$ cat src/rtl/execute_memory_pipe_reg.sv
`default_nettype none
// ============================================================================
// Module   : execute_memory_pipe_reg
// Purpose  : EX->MEM pipeline register with valid/ready handshake, optional
//            two-entry skid buffer, flush, and a saturating stall counter.
// Revision : 1.0
// ============================================================================
module execute_memory_pipe_reg #(
    parameter int DATA_WIDTH             = 32,
    parameter int REG_FILE_ADDRESS_WIDTH = 5,
    parameter int SKID_EN                = 1,
    parameter int CNT_WIDTH              = 16
) (
    input  logic                              clk,
    input  logic                              rst_n,
    // EX side
    input  logic                              ValidE,
    output logic                              ReadyE,
    input  logic                              RegWriteE,
    input  logic [1:0]                        ResultSrcE,
    input  logic                              MemWriteE,
    input  logic [2:0]                        Funct3E,
    input  logic [DATA_WIDTH-1:0]             ALUResultE,
    input  logic [DATA_WIDTH-1:0]             WriteDataE,
    input  logic [REG_FILE_ADDRESS_WIDTH-1:0] RdE,
    input  logic [DATA_WIDTH-1:0]             PCPlus4E,
    input  logic                              FlushE,
    // MEM side
    input  logic                              ReadyM,
    output logic                              ValidM,
    output logic                              RegWriteM,
    output logic [1:0]                        ResultSrcM,
    output logic                              MemWriteM,
    output logic [2:0]                        Funct3M,
    output logic [DATA_WIDTH-1:0]             ALUResultM,
    output logic [DATA_WIDTH-1:0]             WriteDataM,
    output logic [REG_FILE_ADDRESS_WIDTH-1:0] RdM,
    output logic [DATA_WIDTH-1:0]             PCPlus4M,
    output logic [CNT_WIDTH-1:0]              StallCount
);

    localparam int c_BUNDLE_W = 1 + 2 + 1 + 3 + 3 * DATA_WIDTH + REG_FILE_ADDRESS_WIDTH;
    localparam logic [CNT_WIDTH-1:0] c_CNT_MAX = {CNT_WIDTH{1'b1}};

    typedef enum logic [1:0] {
        S_EMPTY = 2'd0,
        S_ONE   = 2'd1,
        S_FULL  = 2'd2
    } state_t;

    state_t                r_state;
    state_t                w_state_nxt;
    logic [c_BUNDLE_W-1:0] w_bundle_e;
    logic [c_BUNDLE_W-1:0] r_main;
    logic [c_BUNDLE_W-1:0] r_skid;
    logic [CNT_WIDTH-1:0]  r_stall_cnt;
    logic                  w_accept;
    logic                  w_drain;
    logic                  w_valid_m;
    logic                  w_ready_e;
    logic                  w_load_main_e;
    logic                  w_load_main_skid;
    logic                  w_load_skid;
    logic                  w_m_regwrite;
    logic                  w_m_memwrite;

    assign w_bundle_e = {RegWriteE, ResultSrcE, MemWriteE, Funct3E,
                         ALUResultE, WriteDataE, RdE, PCPlus4E};

    assign w_valid_m = (r_state != S_EMPTY);
    assign w_accept  = ValidE & w_ready_e & ~FlushE;
    assign w_drain   = w_valid_m & ReadyM;

    // Flush wins over every transition and leaves the payload untouched.
    always_comb begin
        w_state_nxt      = r_state;
        w_load_main_e    = 1'b0;
        w_load_main_skid = 1'b0;
        w_load_skid      = 1'b0;
        if (FlushE) begin
            w_state_nxt = S_EMPTY;
        end else begin
            case (r_state)
                S_EMPTY: begin
                    if (w_accept) begin
                        w_state_nxt   = S_ONE;
                        w_load_main_e = 1'b1;
                    end
                end
                S_ONE: begin
                    if (w_accept && w_drain) begin
                        w_load_main_e = 1'b1;
                    end else if (w_accept && (SKID_EN != 0)) begin
                        w_state_nxt = S_FULL;
                        w_load_skid = 1'b1;
                    end else if (w_drain) begin
                        w_state_nxt = S_EMPTY;
                    end
                end
                S_FULL: begin
                    if (w_drain) begin
                        w_state_nxt      = S_ONE;
                        w_load_main_skid = 1'b1;
                    end
                end
                default: w_state_nxt = S_EMPTY;
            endcase
        end
    end

    generate
        if (SKID_EN != 0) begin : g_skid
            logic r_ready_e;

            // Ready is registered so the EX stage never sees a path from ReadyM.
            always_ff @(posedge clk) begin
                if (!rst_n) begin
                    r_ready_e <= 1'b1;
                    r_skid    <= '0;
                end else begin
                    r_ready_e <= (w_state_nxt != S_FULL);
                    if (w_load_skid) begin
                        r_skid <= w_bundle_e;
                    end
                end
            end

            assign w_ready_e = r_ready_e;
        end else begin : g_noskid
            assign w_ready_e = ~w_valid_m | ReadyM;
            assign r_skid    = '0;
        end
    endgenerate

    always_ff @(posedge clk) begin
        if (!rst_n) begin
            r_state     <= S_EMPTY;
            r_main      <= '0;
            r_stall_cnt <= '0;
        end else begin
            r_state <= w_state_nxt;
            if (w_load_main_e) begin
                r_main <= w_bundle_e;
            end else if (w_load_main_skid) begin
                r_main <= r_skid;
            end
            if (w_valid_m && !ReadyM && (r_stall_cnt != c_CNT_MAX)) begin
                r_stall_cnt <= r_stall_cnt + 1'b1;
            end
        end
    end

    assign {w_m_regwrite, ResultSrcM, w_m_memwrite, Funct3M,
            ALUResultM, WriteDataM, RdM, PCPlus4M} = r_main;

    // Side-effecting controls are masked so a stale entry can never write.
    assign RegWriteM  = w_m_regwrite & w_valid_m;
    assign MemWriteM  = w_m_memwrite & w_valid_m;
    assign ValidM     = w_valid_m;
    assign ReadyE     = w_ready_e;
    assign StallCount = r_stall_cnt;

endmodule
`default_nettype wire

$ cat config.mk
export PLATFORM = sky130hd
export DESIGN_NAME = execute_memory_pipe_reg
export DESIGN_NICKNAME = d
export VERILOG_FILES = /design/src/rtl/execute_memory_pipe_reg.sv
export SDC_FILE = /design/constraint.sdc
export NUM_CORES = 1
export LEC_CHECK = 0
export BUFFER_PORTS_ARGS = -buffer_cell sky130_fd_sc_hd__clkbuf_2
export CAP_MARGIN = 20
export CORE_MARGIN = 3
export CORE_UTILIZATION = 48
export DETAILED_ROUTE_END_ITERATION = 6
export PLACE_DENSITY = 0.77
export SLEW_MARGIN = 20
export SYNTH_ARGS = -nofsm -noshare
export SYNTH_HDL_FRONTEND = slang
export SYNTH_SLANG_ARGS = --single-unit
$ cat constraint.sdc
create_clock -name clk -period 1.65 [get_ports clk]
set_input_delay 0.2475 -clock clk [delete_from_list [all_inputs] [get_ports clk]]
set_output_delay 0.2475 -clock clk [all_outputs]
set_load 0.01 [all_outputs]
==> results.sh <==
export IMPL_via_per_inst=5.42
export IMPL_cts_buffers=26
export IMPL_synthTopCellsByArea="dfxtp_1 49%, nand2_1 13%, a21oi_1 12%"
export IMPL_rsz0062_at_grt="true"
export IMPL_maxCapViolCount=0
export IMPL_clk_latency_ns=0.51
export IMPL_nNetsFinal=1535
export IMPL_required_ns=2.07
export IMPL_overflow=0
export IMPL_clk_pin_slew_ns=0.06
export IMPL_outcome="complete, but fails checks"
export IMPL_drtIter0Drc=648
export IMPL_yosysMostFrequentCell="nand2_1"
export IMPL_ir_worst_vdd_uv=829
export IMPL_grt_pass1_vias=8608
export IMPL_yosysTopAreaCellShare_pct=48.7
export IMPL_antenna_found_initial=1
export IMPL_stdcell_count=1706
export IMPL_dieArea_sq_um=21900
export IMPL_setup_viol=2
export IMPL_dr_total_vias=9255
export IMPL_p_leak_nw=5.13
export IMPL_synth_edf_count=0
export IMPL_startpoint_type="register"
export IMPL_num_rows=51
export IMPL_min_from="PCPlus4E[7]"
export IMPL_synth_area_sq_um=9670
export IMPL_fin_crit_sh_pct=108
export IMPL_clockRootBuffer="clkbuf_16"
export IMPL_cts_tree="done"
export IMPL_synth_common_cells="330 x nand2_1, 235 x dfxtp_1, 227 x a21oi_1"
export IMPL_syn_nets=1288
export IMPL_cts_buffer_depth=3
export IMPL_synth_area_leader_cell="dfxtp_1"
export IMPL_grt_pass1_wl_mm=42.4
export IMPL_hold_class="in2reg"
export IMPL_worst_slew_pin_transition_ns=0.678
export IMPL_drc_errors=0
export IMPL_ant_nets=0
export IMPL_violations="negative setup slack"
export IMPL_avgRoutedWirePerCell_um=16.4
export IMPL_fin_skew_ns=0.0109
export IMPL_clock_sinks=235
export IMPL_yosysWarnings=0
export IMPL_syn_mean_instance_area_sq_um=8.23
export IMPL_cp_end_kind="register"
export IMPL_max_freq_mhz=559
export IMPL_core_sq_um=19700
export IMPL_tns_ns=-0.142
export IMPL_layout_drive_gt1_share_pct=26.9
export IMPL_placedCellCount=1537
export IMPL_maxSlewViolCount=0
export IMPL_die_h_um=148
export IMPL_synthCells=1174
export IMPL_initial_core_util_pct=49.2
export IMPL_power_density_nw_per_um2=1010
export IMPL_syn_to_final_growth_pct=34.9
export IMPL_grt_max_degree=57
export IMPL_cts_max_level=1
export IMPL_ys_types=43
export IMPL_worst_ep_arrival_time_ns=2.21
export IMPL_grt_usage_pct=22.9
export IMPL_yosysSeqAreaShare_pct=48.7
export IMPL_worstPathMaxFanout=6
export IMPL_gpl_final_weighted_congestion=0.830
export IMPL_worstSetupPathType="reg2reg"
export IMPL_layout_setup_ws_ns=-0.139
export IMPL_wirelength_mm=28.0
export IMPL_ys_ff_latch=235
export IMPL_hold_viol=0
export IMPL_slew_headroom_pct=54.7
export IMPL_crit_start="StallCount[0]"
export IMPL_async_flop_share_pct=0
export IMPL_r2r_start="StallCount[0]"
export IMPL_die_x_um=148
export IMPL_port_buffers=238
export IMPL_synthFlopType="dfxtp_1"
export IMPL_ios=239
export IMPL_dr_pass1_iters=5
export IMPL_period_minus_slack_ns=1.79
export IMPL_hpwl_mm=15.7
-- placed cells by master, fill, tap and decap left out, types with 7 or more instances in the layout --
| cell | n |
|---|---|
| nand2_1 | 330 |
| clkbuf_2 | 235 |
| dfxtp_1 | 229 |
| a21oi_1 | 224 |
| a22oi_1 | 108 |
| dlygate4sd3_1 | 107 |
| buf_4 | 41 |
| clkbuf_16 | 30 |
| buf_12 | 18 |
| buf_6 | 7 |
-- cells by family (layout without fill, tap and decap cells) --
family	after synthesis	after routing	synth area share (%)
buf+inv	198	464	12.7
other cells	0	1	0
mux	3	3	0.311
flops	235	235	48.7
fa+ha+maj	1	1	0.129
simple gates	384	384	16.6
compound gates	352	352	21.5
xor+xnor	1	1	0.0906
-- layout make-up --
cell class,count,area (sq um)
fillers,1498,6610
diodes,1,2.50
inverters,3,16.3
flip-flops and latches,235,4720
clock buffers,35,756
multi-input cells,741,3920
repair buffers,414,3130
well taps,265,332
clock inverters,12,171
-- report_power, final --
group | internal [mW] | switching [mW]
combinational | 0.574 | 0.619
clock | 3.84 | 2.29
sequential | 5.82 | 0.0874
total | 10.2 | 3.00
-- sequential cells by signal (all words and copies together), names as in the netlist --
register and cells:
ReadyE 1, r_main 108, r_skid 108, r_state 2, StallCount 16
-- worst max-delay path: stages (launching register included) --
cell and delay [ns]:
dfxtp_4 0.35, ha_4 0.16, nand4_1 0.20, nor4_4 0.07, buf_4 0.17, buf_6 0.12
or4_1 0.41, a21oi_1 0.22
-- routing by layer --
metal | routed length (um) | track usage (%) | vias to the layer above
li1 | - | - | 4411
met1 | 11100 | 28.6 | 4372
met2 | 14200 | 40.2 | 407
met3 | 1930 | 3.65 | 65
met4 | 852 | 8.50 | 0
met5 | 0 | 0 | -
-- worst paths after layout --
path	cells after the start	slack [ns]	to
setup / recovery	7	-0.14	StallCount[7]
hold / removal	3	0.02	r_skid[7]
hold reg to reg	2	0.45	r_main[26]
setup reg to reg	7	-0.14	StallCount[7]
-- stage by stage --
stage | hold slack, ns | power, mW | worst slack, ns | area [sq um] | util [%]
after floorplan | 0.327 | 6.62 | 0.0103 | 9670 | -
after CTS | 0.000708 | 13.3 | -0.0338 | 12700 | 64.8
final | 0.0225 | 13.2 | -0.139 | 13000 | 66.4
after detailed placement | 0.444 | 6.95 | -0.139 | 10700 | 54.2
after global routing | 0.0122 | 13.7 | -0.163 | 13000 | 66.4
after global placement | 0.441 | 6.93 | -0.102 | 10700 | 54.2
-- repair_timing --
action	CTS	global route
gates cloned	1	3
setup buffers	5	5
endpoints found under the hold margin	108	0
pin swaps	6	13
hold buffers	107	0
gates resized for setup	15	40
endpoints found under the setup margin	18	115
(Power assumes the default switching activity.)
